### src/rtl/regfile_sb_pkg.sv
// Shared types, defaults and helpers for the regfile_sb register file slice.
// Latency: n/a (declarations and a combinational helper only).
// Backpressure: n/a.
package regfile_sb_pkg;

    // Default geometry: 32 x 32-bit general purpose registers.
    localparam int DEF_DATA_W = 32;
    localparam int DEF_ADDR_W = 5;

    // Index of the hardwired zero register.
    localparam int REG_ZERO   = 0;

    // Widest register the merge helper supports. Callers zero-extend into
    // these types and truncate the result back to their own width.
    localparam int MAX_DATA_W = 256;

    typedef logic [MAX_DATA_W-1:0]   word_max_t;
    typedef logic [MAX_DATA_W/8-1:0] strb_max_t;

    // Byte-strobe merge: for every byte k with strb[k] set, take new_w byte k,
    // otherwise keep old_w byte k.
    function automatic word_max_t merge_strb(
        input word_max_t old_w,
        input word_max_t new_w,
        input strb_max_t strb
    );
        word_max_t res;
        res = old_w;
        for (int k = 0; k < MAX_DATA_W/8; k++) begin
            if (strb[k]) begin
                res[k*8 +: 8] = new_w[k*8 +: 8];
            end
        end
        return res;
    endfunction

endpackage

### src/rtl/regfile_sb_rport.sv
// One register file read port: storage mux, write-to-read bypass and pending-bit lookup.
// Latency: 0 cycles, purely combinational from raddr/write bus to rdata/rbusy.
// Backpressure: none; the port always answers.
module regfile_sb_rport
    import regfile_sb_pkg::*;
#(
    parameter int DATA_W = DEF_DATA_W,
    parameter int ADDR_W = DEF_ADDR_W,
    parameter int BYPASS = 1,
    parameter int NREG   = 1 << ADDR_W
)(
    input  logic [ADDR_W-1:0]      raddr,
    input  logic [NREG*DATA_W-1:0] rf_flat,
    input  logic [NREG-1:0]        pending,
    input  logic                   we,
    input  logic [ADDR_W-1:0]      waddr,
    input  logic [DATA_W/8-1:0]    wstrb,
    input  logic [DATA_W-1:0]      wdata,
    output logic [DATA_W-1:0]      rdata,
    output logic                   rbusy
);

    logic [DATA_W-1:0] stored;
    logic              is_zero;
    logic              hit;

    assign stored  = rf_flat[int'(raddr)*DATA_W +: DATA_W];
    assign is_zero = (raddr == ADDR_W'(REG_ZERO));
    // A same-cycle writeback to this index is forwarded only when bypass is built in.
    assign hit     = (BYPASS != 0) && we && (waddr == raddr);

    // Select stored or forwarded data; register zero always reads as zero and never busy.
    always_comb begin
        rdata = '0;
        rbusy = 1'b0;
        if (!is_zero) begin
            rbusy = pending[raddr];
            if (hit) begin
                rdata = DATA_W'(merge_strb(word_max_t'(stored),
                                           word_max_t'(wdata),
                                           strb_max_t'(wstrb)));
            end else begin
                rdata = stored;
            end
        end
    end

endmodule

### src/rtl/regfile_sb.sv
// N-read/1-write GPR file with byte strobes, bypass, pending scoreboard and HI/LO pair.
// Latency: reads 0 cycles (combinational); writes land in storage at the next rising edge.
// Backpressure: none; reads, issues and writebacks are accepted every cycle.
module regfile_sb
    import regfile_sb_pkg::*;
#(
    parameter int DATA_W = DEF_DATA_W,
    parameter int ADDR_W = DEF_ADDR_W,
    parameter int NRD    = 2,
    parameter int BYPASS = 1
)(
    input  logic                  clk,
    input  logic                  reset,
    input  logic [NRD*ADDR_W-1:0] raddr,
    output logic [NRD*DATA_W-1:0] rdata,
    output logic [NRD-1:0]        rbusy,
    input  logic                  iss_valid,
    input  logic [ADDR_W-1:0]     iss_addr,
    input  logic                  we,
    input  logic [ADDR_W-1:0]     waddr,
    input  logic [DATA_W/8-1:0]   wstrb,
    input  logic [DATA_W-1:0]     wdata,
    input  logic                  wclr,
    input  logic                  hi_we,
    input  logic                  lo_we,
    input  logic [DATA_W-1:0]     wd_hi,
    input  logic [DATA_W-1:0]     wd_lo,
    output logic [DATA_W-1:0]     rd_hi,
    output logic [DATA_W-1:0]     rd_lo
);

    localparam int NREG = 1 << ADDR_W;

    logic [DATA_W-1:0]      rf [NREG];
    logic [NREG*DATA_W-1:0] rf_flat;
    logic [NREG-1:0]        pending;
    logic [DATA_W-1:0]      hi_q;
    logic [DATA_W-1:0]      lo_q;

    logic wr_ok;
    logic iss_ok;
    logic clr_ok;

    // Index zero is hardwired, so writes, issues and clears aimed at it are dropped here.
    assign wr_ok  = we && (waddr != ADDR_W'(REG_ZERO));
    assign clr_ok = wr_ok && wclr;
    assign iss_ok = iss_valid && (iss_addr != ADDR_W'(REG_ZERO));

    // Register storage: synchronous clear, then byte-strobed writeback.
    always_ff @(posedge clk) begin
        if (reset) begin
            for (int r = 0; r < NREG; r++) begin
                rf[r] <= '0;
            end
        end else if (wr_ok) begin
            rf[waddr] <= DATA_W'(merge_strb(word_max_t'(rf[waddr]),
                                            word_max_t'(wdata),
                                            strb_max_t'(wstrb)));
        end
    end

    // Pending scoreboard: the issue set is applied after the writeback clear so a new
    // producer issued in the same cycle as the old one retires keeps the register busy.
    always_ff @(posedge clk) begin
        if (reset) begin
            pending <= '0;
        end else begin
            if (clr_ok) begin
                pending[waddr] <= 1'b0;
            end
            if (iss_ok) begin
                pending[iss_addr] <= 1'b1;
            end
        end
    end

    // HI/LO pair: independent write enables, cleared with the rest of the state.
    always_ff @(posedge clk) begin
        if (reset) begin
            hi_q <= '0;
            lo_q <= '0;
        end else begin
            if (hi_we) begin
                hi_q <= wd_hi;
            end
            if (lo_we) begin
                lo_q <= wd_lo;
            end
        end
    end

    // HI/LO read: forward the incoming value when its enable is high and bypass is built in.
    always_comb begin
        rd_hi = hi_q;
        rd_lo = lo_q;
        if ((BYPASS != 0) && hi_we) begin
            rd_hi = wd_hi;
        end
        if ((BYPASS != 0) && lo_we) begin
            rd_lo = wd_lo;
        end
    end

    // Flatten storage so every read port sees the whole file on one packed bus.
    for (genvar g = 0; g < NREG; g++) begin : g_flat
        assign rf_flat[g*DATA_W +: DATA_W] = rf[g];
    end

    // One independent read port per lane; identical addresses give identical results.
    for (genvar i = 0; i < NRD; i++) begin : g_rport
        regfile_sb_rport #(
            .DATA_W (DATA_W),
            .ADDR_W (ADDR_W),
            .BYPASS (BYPASS),
            .NREG   (NREG)
        ) u_rport (
            .raddr   (raddr[i*ADDR_W +: ADDR_W]),
            .rf_flat (rf_flat),
            .pending (pending),
            .we      (we),
            .waddr   (waddr),
            .wstrb   (wstrb),
            .wdata   (wdata),
            .rdata   (rdata[i*DATA_W +: DATA_W]),
            .rbusy   (rbusy[i])
        );
    end

endmodule

### config.mk
export PLATFORM = sky130hd
export DESIGN_NAME = regfile_sb
export DESIGN_NICKNAME = d
export VERILOG_FILES = /design/src/rtl/regfile_sb_pkg.sv /design/src/rtl/regfile_sb_rport.sv /design/src/rtl/regfile_sb.sv
export SDC_FILE = /design/constraint.sdc
export NUM_CORES = 2
export LEC_CHECK = 0
export ABC_AREA = 1
export BUFFER_PORTS_ARGS = -buffer_cell sky130_fd_sc_hd__buf_2
export CAP_MARGIN = 20
export CORE_UTILIZATION = 42
export CTS_CLUSTER_SIZE = 10
export DETAILED_ROUTE_END_ITERATION = 12
export PLACE_DENSITY = 0.61
export SYNTH_ARGS = -nofsm -noshare
export SYNTH_HDL_FRONTEND = slang
export SYNTH_HIERARCHICAL = 1
export SYNTH_SLANG_ARGS = --single-unit
### constraint.sdc
create_clock -name clk -period 1.6 [get_ports clk]
set_input_delay 0.24 -clock clk [delete_from_list [all_inputs] [get_ports clk]]
set_output_delay 0.24 -clock clk [all_outputs]
set_load 0.02 [all_outputs]
==> impl_metrics.csv <==
group,metric,value,unit
final_layout,seq_area,32800,µm²
sta,clock_skew,0,ps
grt,antenna_found_initial,6,
clock_network,worstSkewPairLatency,760,ps
final_layout,layout.cells.most_common_list,"nand2_1 (3,333), nor2_1 (1,171), inv_1 (1,131)",
placement,io_buffer_count,256,
sta,worst_slew_pin_slew,1030,ps
route,routed_wire_length_per_instance,21.9,µm
clock_network,numCtsBuffers,139,
critical_path,timing.setup.critical_path_class,"reg2out",
synthesis,ys_ff_latch,1120,
synthesis,mean_cell_area_of_the_mapped_netlist,7.12,µm²
final_layout,multi_input_comb_area,31900,µm²
synthesis,netlist_top_cells_area,"edfxtp_1 (46%), nand2_1 (20%), nand3_1 (11%)",
job,max_cap_viol_count,0,
floorplan,design.portCount,257,
worst_hold_path,min-delay-path-class,"in2reg",
critical_path,crit_path_start_kind,"register",
critical_path,timing.critical_path.max_delay_family,"simple AND/OR/NAND/NOR gates",
synthesis,netlist_instances,9397,
critical_path,critical_path.startpoint,"rf[17][18]",
floorplan,placement_rows,146,
clock_network,max-clock-path-buffers,3,
grt,grt_first_pass_wirelength,398000,µm
floorplan,start_util,42.3,%
sta,maxClockFrequency,396,MHz
clock_network,cts_tree,"built",
critical_path,setup.reg_to_reg.worst_slack,410,ps
sta,holdWs,28.7,ps
route,route.vias.total,67402,
route,count_of_tritonroute_iterations_in_the_first_routing_pass,6,
critical_path,cp_slowest_cell,"edfxtp_1",
sta,finalSetupViolations,84,
placement,routabilityCongestion,1.02,
synthesis,synth_cell_types,29,
grt,first_global_vias,63773,
critical_path,critical_path_arrival,2290,ps
critical_path,cp.buffers_inverters,3,
sta,finalHoldViolations,0,
sta,min_period,2530,ps
floorplan,floorplan.core_area,158000,µm²
synthesis,mappedNetlistArea,66900,µm²
route,via_per_inst,5.45,
synthesis,synth_top_cell_by_area,"edfxtp_1",
final_layout,area_delta_synth_final,32.8,%
final_layout,finalNetCount,10345,
critical_path,worstSetupEndpointType,"output port",
placement,dp_hpwl,184000,µm
final_layout,final_cell_count_no_fill,12371,
critical_path,critPathMaxFanout,2,
final_layout,num-fill-cells,14261,
clock_network,cts.sinks,1120,
floorplan,design.die.area,161000,µm²
route,drc,0,
critical_path,worst_r2r_startpoint,"lo_q[11]",
run_status,status,"complete, but fails checks",
synthesis,yosysTopAreaCellShare,46.0,%
route,final_antenna_net_count,0,
route,totalWireLength,271000,µm
critical_path,crit_path_cell_trace,"inv_1 > nand2_1 > nand3_1 > nand3_2 > nand3_4 > nand3_4 > nand2_4 > a21oi_4 > buf_12 > buf_8",
route,drt-initial-drc-count,8062,
grt,grt_max_degree,75,
critical_path,critical_path.most_common_cell,"nand3_4",
placement,place.detailed.instances,12006,
final_layout,layout.cells.most_common,"nand2_1",
sta,min_period_over_period,158,%
power_and_ir_drop,power_per_cell_area,894,nW/µm²
synthesis,yosysSeqAreaShare,48.9,%
sta,worst_slew_margin_rel,31.5,%
clock_network,ctsHtreeMaxLevel,4,
synthesis,yosys_warnings,6,
grt,grt_overflow,0,
sta,setup_slack,-925,ps
sta,final_max_slew_viol_count,0,
sta,totalNegativeSetupSlack,-48730,ps
clock_network,clkTransAtPathRegs,60,ps
sta,grt_setup_unrepaired,"yes",
worst_hold_path,timing.hold.worst.start,"wdata[28]",
run_status,violations_in_the_final_reports,"negative setup slack",
critical_path,crit_path_max_incr_delay,450,ps
final_layout,layout-drive-gt1-share,22.7,%
power_and_ir_drop,p_leak,0.0423,µW
floorplan,die_height,401,µm
floorplan,die-width,401,µm
clock_network,clock_root_buffer_master,"clkbuf_16",
grt,grt_usage,32.7,%
power_and_ir_drop,worst_ir_drop_vdd,0.00106,V
critical_path,required,1360,ps
==> state kept, by name, summed over array words and instances (netlist names) <==
name and flops:
rf 1024, lo_q 32, pending 32, hi_q 32
==> tightest hold or removal path: cells and delay by family <==
kind,cells,cell delay [ps]
and+or+nand+nor,1,110
buffers and inverters,3,320
==> path summary, 6_finish.rpt <==
path	endpoint	cells past startpoint
setup / recovery	rdata[18]	10
hold / removal	rf[21][28]	4
setup reg to reg	lo_q[11]	6
hold reg to reg	pending[0]	2
==> routing by layer <==
| layer | part of all wire, % | global-route usage, % |
|---|---|---|
| met1 | 39 | 43.0 |
| met5 | 0.020 | 0 |
| met2 | 45 | 51.4 |
| met4 | 6.0 | 17.6 |
| met3 | 9.8 | 5.69 |
==> cell type report <==
class | count | area share [%]
Multi-Input combinational cell | 6539 | 36.0
Timing Repair Buffer | 1266 | 14.6
Antenna cell | 2 | 0.00564
Sequential cell | 1120 | 36.9
Clock inverter | 32 | 0.258
Tap cell | 2072 | 2.92
Clock buffer | 188 | 4.37
Inverter | 1152 | 4.96
==> power breakdown <==
group          internal (µW)  switching (µW)  leakage [µW]
clock network          17100           12400       0.00200
registers              33500            1000        0.0106
logic                   5640            9770        0.0298
total                  56200           23200        0.0423
==> stage by stage <==
| stage | utilization, % | setup slack, ps | cell area [µm²] | total power (µW) |
|---|---|---|---|---|
| 6_report | 56.1 | -925 | 88800 | 79400 |
| 5_1_grt | 56.1 | -943 | 88800 | 81900 |
| 4_1_cts | 55.1 | -892 | 87100 | 78800 |
| 3_5_place_dp | 49.3 | -774 | 78000 | 47900 |
| 3_3_place_gp | 49.3 | -769 | 78000 | 47800 |
| 2_1_floorplan | - | -71.6 | 67300 | 41700 |
==> what timing repair did <==
item,CTS,global route
setup buffers,6,24
endpoints found under the hold margin,92,0
endpoints found under the setup margin,130,138
pin swaps,318,288
hold buffers,113,0
resized for setup,912,407
cloned,0,1
==> cell families (layout without fill, tap and decap cells) <==
logic type / after synthesis / count (layout) / synth area share (%)
and+or+nand+nor: 6232 / 6232 / 38.1
buffers and inverters: 1769 / 2638 / 10.7
DFF: 1120 / 1120 / 48.9
AOI/OAI and AO/OA: 271 / 271 / 2.31
xor gates and xnor gates: 4 / 4 / 0.0524
other: 1 / 34 / 0.00561
==> Yosys cell counts, drive strengths merged <==
cell type  count
nand4         36
nand2       3536
conb           1
dfxtp         96
o22ai          2
a21oi        165
buf          395
nor4           1
nand3       1456
nor2        1199
inv         1150
xor2           4
o31ai          2
nor3           4
clkinv         2
clkbuf       222
edfxtp      1024
o21ai        102
Power figures use the tool's default switching activity.
